[config.mk]
export PLATFORM = sky130hd
export DESIGN_NAME = pipeline_writeback
export DESIGN_NICKNAME = d
export VERILOG_FILES = /design/src/rtl/pipeline_writeback.sv
export SDC_FILE = /design/constraint.sdc
export NUM_CORES = 1
export LEC_CHECK = 0
export BUFFER_PORTS_ARGS = -buffer_cell sky130_fd_sc_hd__buf_2
export CAP_MARGIN = 10
export CORE_MARGIN = 2
export CORE_UTILIZATION = 35
export CTS_BUF_LIST = sky130_fd_sc_hd__clkbuf_8
export CTS_CLUSTER_DIAMETER = 60
export DETAILED_ROUTE_END_ITERATION = 12
export GPL_TIMING_DRIVEN = 0
export MAX_ROUTING_LAYER = met4
export PLACE_DENSITY = 0.62
export SLEW_MARGIN = 20
export SYNTH_ARGS = -nofsm -noshare
export SYNTH_HDL_FRONTEND = slang
export SYNTH_SLANG_ARGS = --single-unit
[constraint.sdc]
create_clock -name clk_i -period 3.4 [get_ports clk_i]
set_clock_uncertainty 0.2 [all_clocks]
set_input_delay 0.51 -clock clk_i [delete_from_list [all_inputs] [get_ports clk_i]]
set_output_delay 0.51 -clock clk_i [all_outputs]
set_load 0.05 [all_outputs]
[src/rtl/pipeline_writeback.sv]
// pipeline_writeback: RV32I write-back stage; selects/extracts the result, waits for late loads,
// drives a registered register-file write pulse and counts retired instructions.
module pipeline_writeback #(
  parameter int INSTRET_W = 64,
  parameter bit ZERO_X0 = 1'b1
) (
  input  logic                 clk_i,
  input  logic                 rst_i,
  input  logic                 valid_i,
  output logic                 ready_o,
  input  logic [4:0]           rd_i,
  input  logic                 reg_write_en_i,
  input  logic [1:0]           wb_sel_i,
  input  logic [2:0]           funct3_i,
  input  logic [1:0]           addr_lo_i,
  input  logic [31:0]          alu_result_i,
  input  logic [31:0]          pc_plus4_i,
  input  logic [31:0]          imm_i,
  input  logic                 mem_rvalid_i,
  input  logic [31:0]          mem_rdata_i,
  output logic [4:0]           write_reg_o,
  output logic [31:0]          write_data_o,
  output logic                 reg_write_o,
  output logic [INSTRET_W-1:0] instret_o
);
  typedef enum logic {IDLE, WAIT_LOAD} state_t;
  state_t state_q, state_d;
  logic [4:0] rd_q, rd_d, write_reg_q, write_reg_d;
  logic en_q, en_d, reg_write_q, reg_write_d;
  logic [2:0] f3_q, f3_d;
  logic [1:0] lo_q, lo_d;
  logic [31:0] write_data_q, write_data_d;
  logic [INSTRET_W-1:0] instret_q, instret_d;
  logic waiting, is_load, accept, retire, from_load, park, en, ld_ok;
  logic [4:0] rd;
  logic [2:0] f3;
  logic [1:0] lo;
  logic [7:0] byte_v;
  logic [15:0] half_v;
  logic [31:0] ld_data, src;
  assign ready_o = state_q == IDLE;
  always_comb begin
    waiting = state_q == WAIT_LOAD;
    is_load = wb_sel_i == 2'b01;
    accept = valid_i & ready_o;
    retire = waiting ? mem_rvalid_i : accept & (~is_load | mem_rvalid_i);
    park = accept & is_load & ~mem_rvalid_i;
    from_load = waiting | is_load;
    // A parked load retires with the fields captured at accept time
    rd = waiting ? rd_q : rd_i;
    en = waiting ? en_q : reg_write_en_i;
    f3 = waiting ? f3_q : funct3_i;
    lo = waiting ? lo_q : addr_lo_i;
    byte_v = 8'(mem_rdata_i >> {lo, 3'b000});
    half_v = lo[1] ? mem_rdata_i[31:16] : mem_rdata_i[15:0];
    ld_ok = f3 inside {3'b000, 3'b001, 3'b010, 3'b100, 3'b101};
    ld_data = f3 == 3'b000 ? {{24{byte_v[7]}}, byte_v} :
              f3 == 3'b001 ? {{16{half_v[15]}}, half_v} :
              f3 == 3'b010 ? mem_rdata_i :
              f3 == 3'b100 ? {24'h0, byte_v} :
              f3 == 3'b101 ? {16'h0, half_v} : 32'h0;
    src = wb_sel_i == 2'b00 ? alu_result_i : wb_sel_i == 2'b10 ? pc_plus4_i : imm_i;
    write_reg_d = retire ? rd : write_reg_q;
    write_data_d = retire ? (from_load ? ld_data : src) : write_data_q;
    reg_write_d = retire & en & ~(ZERO_X0 && rd == 5'd0) & (~from_load | ld_ok);
    instret_d = retire ? instret_q + INSTRET_W'(1) : instret_q;
    state_d = park ? WAIT_LOAD : (waiting & mem_rvalid_i) ? IDLE : state_q;
    rd_d = park ? rd_i : rd_q;
    en_d = park ? reg_write_en_i : en_q;
    f3_d = park ? funct3_i : f3_q;
    lo_d = park ? addr_lo_i : lo_q;
  end
  always_ff @(posedge clk_i or posedge rst_i) begin
    if (rst_i) begin
      state_q <= IDLE;
      rd_q <= '0;
      en_q <= 1'b0;
      f3_q <= '0;
      lo_q <= '0;
      write_reg_q <= '0;
      write_data_q <= '0;
      reg_write_q <= 1'b0;
      instret_q <= '0;
    end else begin
      state_q <= state_d;
      rd_q <= rd_d;
      en_q <= en_d;
      f3_q <= f3_d;
      lo_q <= lo_d;
      write_reg_q <= write_reg_d;
      write_data_q <= write_data_d;
      reg_write_q <= reg_write_d;
      instret_q <= instret_d;
    end
  end
  assign write_reg_o = write_reg_q;
  assign write_data_o = write_data_q;
  assign reg_write_o = reg_write_q;
  assign instret_o = instret_q;
endmodule

==> flow_metrics.tcl, run 1 <==
set metrics [dict create \
    cp-end-kind "output port" \
    place_area_um2 8160 \
    viasPerCell 5.22 \
    initial_core_util_pct 35.4 \
    root_buffer "clkbuf_8" \
    critPathKind "flop to output port" \
    ios 248 \
    grt_max_degree 33 \
    syn_nets 825 \
    dieArea_um2 19900 \
    routed-via-count 6253 \
    die_w_um 141 \
    ys_ff_latch 114 \
    grt_usage_pct 22.0 \
    path_clk_slew_ns 0.08 \
    hp-class "input port to flop" \
    numCtsBuffers 17 \
    slew_viol_final 0 \
    final_area_um2 8560 \
    postLayoutCoreUtil_pct 46.1 \
    synth_cell_types 60 \
    cts_tree "done" \
    syn-cell-area_um2 6580 \
    syn_inst 679 \
    clkSinkCount 114 \
    synth_edf_count 0 \
    tightest_slew_ns 0.955 \
    grt_pass1_vias 6208 \
    core_area_um2 18600 \
    cp_data_arrival_time_ns 2.31 \
    drive_above_1_share_pct 34.9 \
    drt_first_iter_violations 365 \
    p_per_area_nw_per_um2 495 \
    ant_nets 0 \
    p_total_mw 4.24 \
    io_buffers 245 \
    firstDrtPassIters 5 \
    dpl.hpwl_um 16300 \
    routed_wl_um 21100 \
    yosys_warnings 0 \
    cts-resized-gates 0 \
    finalWeightedCongestion 0.925 \
    fmax_mhz 332 \
    power.leakage_nw 4.25 \
    slew_headroom_pct 35.8 \
    area_growth_pct 30.2 \
    die_h_um 141 \
    finalHoldViolations 0 \
    layout_min_cycle_time_ns 3.02 \
    cts_max_level 4 \
    clk_latency_ns 0.44 \
    grt_antenna_before_repair 4 \
    drc 0 \
    drv_cap 0 \
    critPathMaxFanout 10 \
    final_nets 1093 \
    fin_crit_sh_pct 88.7 \
    grt_pass1_wl_um 33400 \
    setup_tns_ns 0 \
    status "complete, no violations" \
    setup_viol 0 \
    rsz0062_at_grt "no" \
    dp.cells 1161 \
    rows 50 \
    synth_seq_area_share_pct 43.4 \
    async_flop_share_pct 100 \
    ir_worst_vdd_mv 0.228 \
    stdcell_count 1198 \
    overflow 0 \
    wire_per_inst_um 17.6 \
    cp-start-kind "flop" \
    avgSynthCellArea_um2 9.69 \
    worstPathRequired_ns 2.69 \
    cts_buffer_depth 2 \
    ys.flop_type "dfrtp_1" \
]
==> path summary, 6_finish.rpt <==
path,start,to,slack [ns],cells after the start
min in group asynchronous,rst_i,instret_o[9]$_DFFE_PP0P_,0.51,3
worst min register to register,instret_o[63]$_DFFE_PP0P_,instret_o[63]$_DFFE_PP0P_,0.27,1
max in group asynchronous,rst_i,rd_q[2]$_DFFE_PP0P_,1.69,5
worst max register to register,state_q$_DFFE_PP0P_,reg_write_o$_DFF_PP0_,0.49,6
worst min-delay path,reg_write_en_i,en_q$_DFFE_PP0P_,0.12,2
worst max-delay path,state_q$_DFFE_PP0P_,ready_o,0.38,4
==> routing by layer <==
layer  wire (µm)  part of all wire [%]  vias to the layer above  GRT usage [%]
li1            -                     -                     2990              -
met1        9350                    44                     2997           27.7
met2       10200                    48                      231           34.9
met3        1040                   4.9                       35           5.40
met4         475                   2.3                        0           7.37
met5           0                     0                        -              -
==> area by class of cell <==
| cell class | instances | area [µm²] |
|---|---|---|
| antenna | 4 | 10.0 |
| buffer | 39 | 178 |
| clock buffer | 19 | 262 |
| clock inverter | 13 | 124 |
| fill | 1846 | 10000 |
| inverter | 16 | 63.8 |
| multi-input combinational | 510 | 3490 |
| sequential | 114 | 2850 |
| tap | 234 | 293 |
| timing repair buffer | 249 | 1300 |
==> timing repair <==
item,4_1_cts,5_1_grt
buffers inserted,0,0
hold endpoints to repair,23,0
hold buffers,1,0
==> where the power goes <==
group | switching, mW | internal [mW] | total, mW
Clock | 0.625 | 0.625 | 1.25
Sequential | 0.137 | 1.52 | 1.66
Combinational | 0.936 | 0.393 | 1.33
==> cells in the final DEF, fill, tap and decap left out, drive strengths merged, types with 17 or more instances in the layout <==
cell,count
a21o,17
a21oi,44
a311oi,17
buf,259
clkbuf,47
dfrtp,114
inv,20
mux2i,43
nand2,73
nand3,20
nor2,58
o21ai,57
xnor2,34
xor2,29
==> synth_stat cells, types with 2 or more instances <==
| cell | instances | area share (%) |
|---|---|---|
| mux4_2 | 7 | 2.4 |
| buf_6 | 3 | 0.51 |
| o22ai_1 | 2 | 0.19 |
| buf_2 | 6 | 0.46 |
| a311oi_1 | 17 | 2.3 |
| nor4_4 | 6 | 1.9 |
| mux2_2 | 10 | 1.7 |
| dfrtp_1 | 114 | 43 |
| and3_2 | 2 | 0.23 |
| inv_1 | 16 | 0.91 |
| o21ai_0 | 55 | 4.2 |
| or2_2 | 5 | 0.48 |
| nor4_1 | 6 | 0.57 |
| nor3_1 | 13 | 0.99 |
| a21oi_1 | 44 | 3.3 |
| xnor2_1 | 34 | 4.5 |
| a221o_1 | 8 | 1.2 |
| nand3_2 | 2 | 0.30 |
| clkbuf_1 | 27 | 1.5 |
| nor3_2 | 3 | 0.46 |
| buf_1 | 2 | 0.11 |
| a21o_1 | 17 | 1.9 |
| nor3b_1 | 3 | 0.34 |
| nand2b_1 | 2 | 0.19 |
| nor2_1 | 58 | 3.3 |
| mux2i_1 | 41 | 6.2 |
| nand2_1 | 73 | 4.2 |
| xor2_1 | 29 | 3.9 |
| a221oi_1 | 8 | 1.1 |
| nand3_1 | 18 | 1.4 |
| and3_1 | 5 | 0.48 |
| or4_1 | 3 | 0.34 |
| or3_1 | 5 | 0.48 |
| nand4_1 | 9 | 0.86 |
==> logic make-up (layout without fill, tap and decap cells) <==
family,after synthesis,count (layout),share of synthesized area [%]
xor+xnor,63,63,8.39
flops,114,114,43.4
simple gates,226,226,18.3
compound gates,160,160,15.2
other cells,0,4,0
buf+inv,55,336,3.61
mux,60,60,10.9
fa+ha+maj,1,1,0.190
==> state kept, by name, indices dropped and copies added (netlist names) <==
name and cells:
reg_write_o 1, lo_q 2, f3_q 3, en_q 1
rd_q 5, write_data_o 32, write_reg_o 5, instret_o 64
state_q 1
==> worst max-delay path, stage by stage, from the launching register on <==
cell and delay, ns:
dfrtp_1 0.42, inv_1 0.15, clkbuf_1 0.44, clkbuf_1 0.49, buf_2 0.37
==> stage by stage <==
stage / setup WS, ns / hold slack, ns
after global placement: 0.176 / 0.252
after floorplan: 0.725 / 0.281
final: 0.384 / 0.121
after CTS: 0.393 / 0.0793
after global routing: 0.271 / 0.0920
after detailed placement: 0.162 / 0.256
Power figures use the tool's default switching activity.
==> inputs of run 2 (changes only) <==
clock period = 2.6 ns   (was 3.4 ns; I/O delays follow)
==> run 2 against run 1 <==
Against the previous run:
- combinational power increased by 32%
- global-route usage decreased by 0.19 points
- power increased by 31%
- core utilization increased by 1.1 points
- die area unchanged
- wire length decreased by 1.9%
- clock-buffer cell count decreased by 2
- final area increased by 2.4%
- clock power increased by 30%
- first-iteration DRC count increased by 7.9%
- register-to-register slack got worse by 0.36 ns
- setup slack got worse by 0.27 ns
- critical endpoint unchanged
==> flow_metrics.tcl, run 2 (synthesis results as in run 1) <==
set metrics [dict create \
    wire_per_inst_um 17.1 \
    cp_data_arrival_time_ns 1.90 \
    r2r-start "state_q$_DFFE_PP0P_" \
    m1WireLength_um 8770 \
    area_growth_pct 33.3 \
    core_area_um2 18600 \
    die_h_um 141 \
    drive_above_1_share_pct 37.4 \
    ir_worst_vdd_mv 0.316 \
    wl_met2_um 10200 \
    status "complete, no violations" \
    r2r_cells 8 \
    layout_min_cycle_time_ns 2.49 \
    initial_core_util_pct 35.4 \
    rows 50 \
    hold_depth 2 \
    firstDrtPassIters 5 \
    crit_chain "inv_1 -> clkbuf_2 -> clkbuf_4 -> clkbuf_4" \
    viasPerCell 5.24 \
    final_nets 1106 \
    routed_wl_um 20600 \
    finalWeightedCongestion 0.904 \
    slew_headroom_pct 53.8 \
    finalHoldViolations 0 \
    slowest_stage "dfrtp_1" \
    final_common_cell "buf_2" \
    holdCritStartpoint "addr_lo_i[0]" \
    drv_cap 0 \
    fmax_mhz 401 \
    wl_met3_um 1090 \
    fin_crit_sh_pct 95.8 \
    ant_nets 0 \
    place_area_um2 8160 \
    worstPathRequired_ns 2.01 \
    path_clk_slew_ns 0.08 \
    critPathKind "flop to output port" \
    power.leakage_nw 4.37 \
    setup_viol 0 \
    die_w_um 141 \
    cp-start-kind "flop" \
    hp-class "input port to flop" \
    ios 248 \
    place_ws_ns -0.542 \
    nFillCells 1793 \
    p_per_area_nw_per_um2 634 \
    critPathMaxFanout 10 \
    largest_register_ffs 64 \
    io_buffers 245 \
    grt_pass1_vias 6423 \
    hold_end "lo_q[0]$_DFFE_PP0P_" \
    cts_tree "done" \
    grt_pass1_wl_um 33200 \
    clkSinkCount 114 \
    slew_viol_final 0 \
    numCtsBuffers 17 \
    worst_path_most_repeated_cell "clkbuf_4" \
    clk_latency_ns 0.44 \
    routed.top_layer "met4" \
    r2r-end "write_data_o[20]$_DFFE_PP0P_" \
    drt_first_iter_violations 394 \
    tightest_slew_ns 0.692 \
    cts_buffer_depth 2 \
    rsz0062_at_grt "no" \
    dpl.hpwl_um 16200 \
    dieArea_um2 19900 \
    cp-end-kind "output port" \
    overflow 0 \
    drc 0 \
    grt_max_degree 33 \
    fin_ws_ns 0.109 \
    grt_usage_pct 21.8 \
    final_area_um2 8770 \
    final_cell_mix "buf_2, dfrtp_1, nand2_1" \
    root_buffer "clkbuf_8" \
    cts_max_level 4 \
    critPathMaxStageDelay_ns 0.45 \
    routed-via-count 6339 \
    grt_antenna_before_repair 2 \
    r2r_slack_ns 0.13 \
]
==> run 2: worst max path at each step <==
stage                                         start                            to  slack (ns)  cells after the start
after floorplan           instret_o[24]$_DFFE_PP0P_     instret_o[58]$_DFFE_PP0P_     0.00009                      7
after global placement                  wb_sel_i[0]  write_data_o[20]$_DFFE_PP0P_       -0.47                      8
after detailed placement                wb_sel_i[0]  write_data_o[20]$_DFFE_PP0P_       -0.54                      8
after CTS                       state_q$_DFFE_PP0P_  write_data_o[20]$_DFFE_PP0P_       -0.03                      8
after global routing       instret_o[8]$_DFFE_PP0P_     instret_o[34]$_DFFE_PP0P_        0.01                      7
final                           state_q$_DFFE_PP0P_                       ready_o        0.11                      4
==> run 2: critical path: cells and delay by family (launching register included) <==
kind | cells | cell delay (ns)
buffers and inverters | 4 | 1.01
DFF | 1 | 0.45
==> run 2: power by group <==
| group | switching (mW) | internal [mW] |
|---|---|---|
| Combinational | 1.23 | 0.532 |
| Sequential | 0.180 | 1.99 |
| Clock | 0.785 | 0.841 |
==> run 2: repair_timing <==
item,CTS,global route
gates resized for setup,12,21
buffers inserted,1,6
pin swaps,2,3
hold buffers,7,0
setup endpoints to repair,49,42
endpoints found under the hold margin,27,0
==> run 2: area by class of cell <==
type,count,area [µm²],share of cell area (%)
Buffer,39,195,2.23
Tap cell,234,293,3.34
Sequential cell,114,2860,32.6
Multi-Input combinational cell,510,3560,40.6
Antenna cell,2,5.00,0.0571
Clock buffer,17,234,2.67
Timing Repair Buffer,262,1410,16.1
Inverter,16,63.8,0.728
Clock inverter,15,145,1.66
==> run 2: stage by stage <==
step / hold slack (ns) / setup TNS, ns / power [mW] / util, % / std cells
6_report: 0.0380 / 0 / 5.56 / 47.2 / 1209
5_1_grt: 0.0220 / 0 / 5.84 / 47.2 / 1209
4_1_cts: 0.0118 / -0.0627 / 5.60 / 46.6 / 1201
3_5_place_dp: 0.258 / -19.27 / 3.94 / 43.9 / 1161
3_3_place_gp: 0.251 / -44.45 / 3.91 / 43.6 / 1158
2_1_floorplan: 0.275 / 0 / 3.38 / - / 679
==> run 2: layer usage <==
metal	vias up	track usage, %
met5	-	-
met4	0	8.42
met3	55	4.21
met2	238	35.7
met1	3027	26.8
li1	3019	-
==> inputs of run 3 (changes only) <==
ABC_AREA = 1   (was not set)
PLACE_DENSITY = 0.6   (was 0.62)
==> run 3 against run 2 <==
Against the previous run:
- cell count increased by 44%
- combinational power increased by 9%
- register-to-register slack improved by 0.07 ns
- clock power increased by 17%
- via count increased by 34%
- sequential power about the same
==> flow_metrics.tcl, run 3 <==
set metrics [dict create \
    yosys_warnings 0 \
    critical-path-top-delay-family "buffers and inverters" \
    netlist_top_cells_area "dfrtp_1, nand2_1, nand3_1" \
    clk_latency_ns 0.45 \
    p_sw_share_pct 39.3 \
    cts_buffer_depth 2 \
    drt_first_iter_violations 486 \
    critPathMaxFanout 10 \
    p_int_mw 3.63 \
    die_h_um 152 \
    ys_ff_latch 114 \
    power_frac_clock_pct 32.0 \
    async_flop_share_pct 100 \
    cp-start-kind "flop" \
    final_nets 1591 \
    final_common_cell "nand2_1" \
    cts_tree "done" \
    synth_cell_types 40 \
    slew_viol_final 0 \
    firstDrtPassIters 5 \
    sequentialPowerShare_pct 35.9 \
    final_cell_mix "nand2_1, buf_2, nand3_1" \
    status "complete, no violations" \
    synth_seq_area_share_pct 37.2 \
    fmax_mhz 402 \
    routed-via-count 8500 \
    path_clk_slew_ns 0.08 \
    finalWeightedCongestion 0.930 \
    cp_data_arrival_time_ns 1.90 \
    worst_path_most_repeated_cell "buf_6" \
    ant_nets 0 \
    cp-end-kind "output port" \
    synth_top_area_share_pct 37.2 \
    clkSinkCount 114 \
    drc 0 \
    fin_ws_ns 0.113 \
    largest_register_ffs 64 \
    power.leakage_nw 5.22 \
    grt_pass1_vias 8201 \
    drive_above_1_share_pct 22.9 \
    grt_antenna_before_repair 4 \
    syn-cell-area_um2 7670 \
    synth_edf_count 0 \
    critPathMaxStageDelay_ns 0.38 \
    core_area_um2 21700 \
    p_total_mw 5.98 \
    area_growth_pct 28.7 \
    setup_tns_ns 0 \
    setup_viol 0 \
    io_buffers 246 \
    tightest_slew_ns 0.722 \
    worstPathRequired_ns 2.01 \
    p_per_area_nw_per_um2 605 \
    drv_cap 0 \
    slowest_stage "dfrtp_1" \
    ios 248 \
    grt_pass1_wl_um 43800 \
    dpl.hpwl_um 22800 \
    cts_max_level 4 \
    switchingPower_mw 2.35 \
    comb_power_share_pct 32.1 \
    yosysMostFrequentCell "nand2_1" \
    crit_chain "buf_6 -> inv_4 -> buf_6 -> clkbuf_1 -> buf_2" \
    overflow 0 \
    path_buf_inv 5 \
    initial_core_util_pct 35.4 \
    syn_nets 1315 \
    grt_usage_pct 24.8 \
    dieArea_um2 23100 \
    root_buffer "clkbuf_8" \
    wire_per_inst_um 16.1 \
    yosys.area.top_type "dfrtp_1" \
    syn_inst 1169 \
    numCtsBuffers 17 \
    grt_max_degree 34 \
    routed_wl_um 28100 \
    nFillCells 2361 \
    layout_min_cycle_time_ns 2.49 \
    rsz0062_at_grt "no" \
    stdcell_count 1741 \
    die_w_um 152 \
    ir_worst_vdd_mv 0.243 \
    cts_post_setup_buffers_inserted 0 \
    place_ws_ns -0.205 \
    fin_crit_sh_pct 95.7 \
    viasPerCell 4.88 \
    avgSynthCellArea_um2 6.56 \
    rows 54 \
    ys.flop_type "dfrtp_1" \
    finalHoldViolations 0 \
    hp-class "input port to flop" \
    critPathKind "flop to output port" \
    dp.cells 1699 \
    slew_headroom_pct 51.9 \
    ys_top_cells_by_count "nand2_1, nand3_1, dfrtp_1" \
]
[run 3: cell count changes in the layout (fill, tap and decap cells not counted), sizes merged, moves of 11 or more]
cell / delta
a21oi: +17
nand2: +382
nor2: +57
a21o: -17
mux2i: -43
a311oi: -16
nand3: +109
o21ai: -21
nor4: -11
inv: +90
[run 3: layout make-up]
| cell class | instances | area [µm²] | share of cell area, % |
|---|---|---|---|
| Buffer | 43 | 218 | 2.20 |
| Inverter | 109 | 417 | 4.22 |
| Clock buffer | 21 | 289 | 2.93 |
| Timing Repair Buffer | 257 | 1380 | 14.0 |
| Antenna cell | 4 | 10.0 | 0.101 |
| Tap cell | 280 | 350 | 3.55 |
| Sequential cell | 114 | 2850 | 28.9 |
| Clock inverter | 10 | 156 | 1.58 |
| Multi-Input combinational cell | 903 | 4200 | 42.5 |
[run 3: worst min-delay path, cell delays in order]
cell,delay (ns)
buf_2,0.09
inv_1,0.06
o21ai_0,0.08
[run 3: what timing repair did]
action	4_1_cts	5_1_grt
hold buffers	7	0
resized for setup	1	2
cloned	0	0
endpoints found under the setup margin	10	5
endpoints found under the hold margin	36	0
[run 3: kinds of logic (layout without fill, tap and decap cells)]
| kind of cell | Yosys count | after routing | synth area share (%) |
|---|---|---|---|
| compound gates | 114 | 114 | 8.07 |
| simple gates | 735 | 735 | 40.3 |
| xor+xnor | 51 | 51 | 5.82 |
| buf+inv | 152 | 440 | 8.20 |
| mux | 2 | 2 | 0.293 |
| flops | 114 | 114 | 37.2 |
| fa+ha+maj | 1 | 1 | 0.163 |
| other cells | 0 | 4 | 0 |
[run 3: final timing paths]
| kind | slack, ns | startpoint | cells past startpoint | end |
|---|---|---|---|---|
| max | 0.11 | state_q$_DFFE_PP0P_ | 5 | ready_o |
| min | 0.02 | rd_i[4] | 3 | rd_q[4]$_DFFE_PP0P_ |
| max reg2reg | 0.20 | state_q$_DFFE_PP0P_ | 14 | write_data_o[22]$_DFFE_PP0P_ |
| min reg2reg | 0.27 | instret_o[63]$_DFFE_PP0P_ | 1 | instret_o[63]$_DFFE_PP0P_ |
| max in group asynchronous | 1.00 | rst_i | 7 | write_data_o[21]$_DFFE_PP0P_ |
| min in group asynchronous | 0.16 | rst_i | 3 | write_reg_o[4]$_DFFE_PP0P_ |
[run 3: per-stage QoR]
stage	util, %	hold WS (ns)	cell area, µm²
floorplan	-	0.248	7680
global placement	42.7	0.259	9260
detailed placement	43.1	0.0705	9340
CTS	45.4	0.000188	9860
global route	45.5	0.0276	9880
finish	45.5	0.0219	9880
[run 3: metal layers]
layer  global-route usage (%)  up-vias  wire length [µm]
met2                     41.4      296             13500
li1                         -     4273                 -
met5                        -        -                 0
met1                     29.8     3878             12000
met4                     9.92        0               937
met3                     4.51       53              1560
[run 3: power groups by stage]
| stage | clock network [mW] | logic, mW | registers (mW) |
|---|---|---|---|
| after detailed placement | 0 | 1.92 | 2.17 |
| after floorplan | 0 | 0.686 | 2.78 |
| final | 1.91 | 1.92 | 2.14 |
| after global placement | 0 | 1.90 | 2.17 |
| after CTS | 1.95 | 1.93 | 2.15 |
| after global routing | 2.02 | 2.07 | 2.18 |
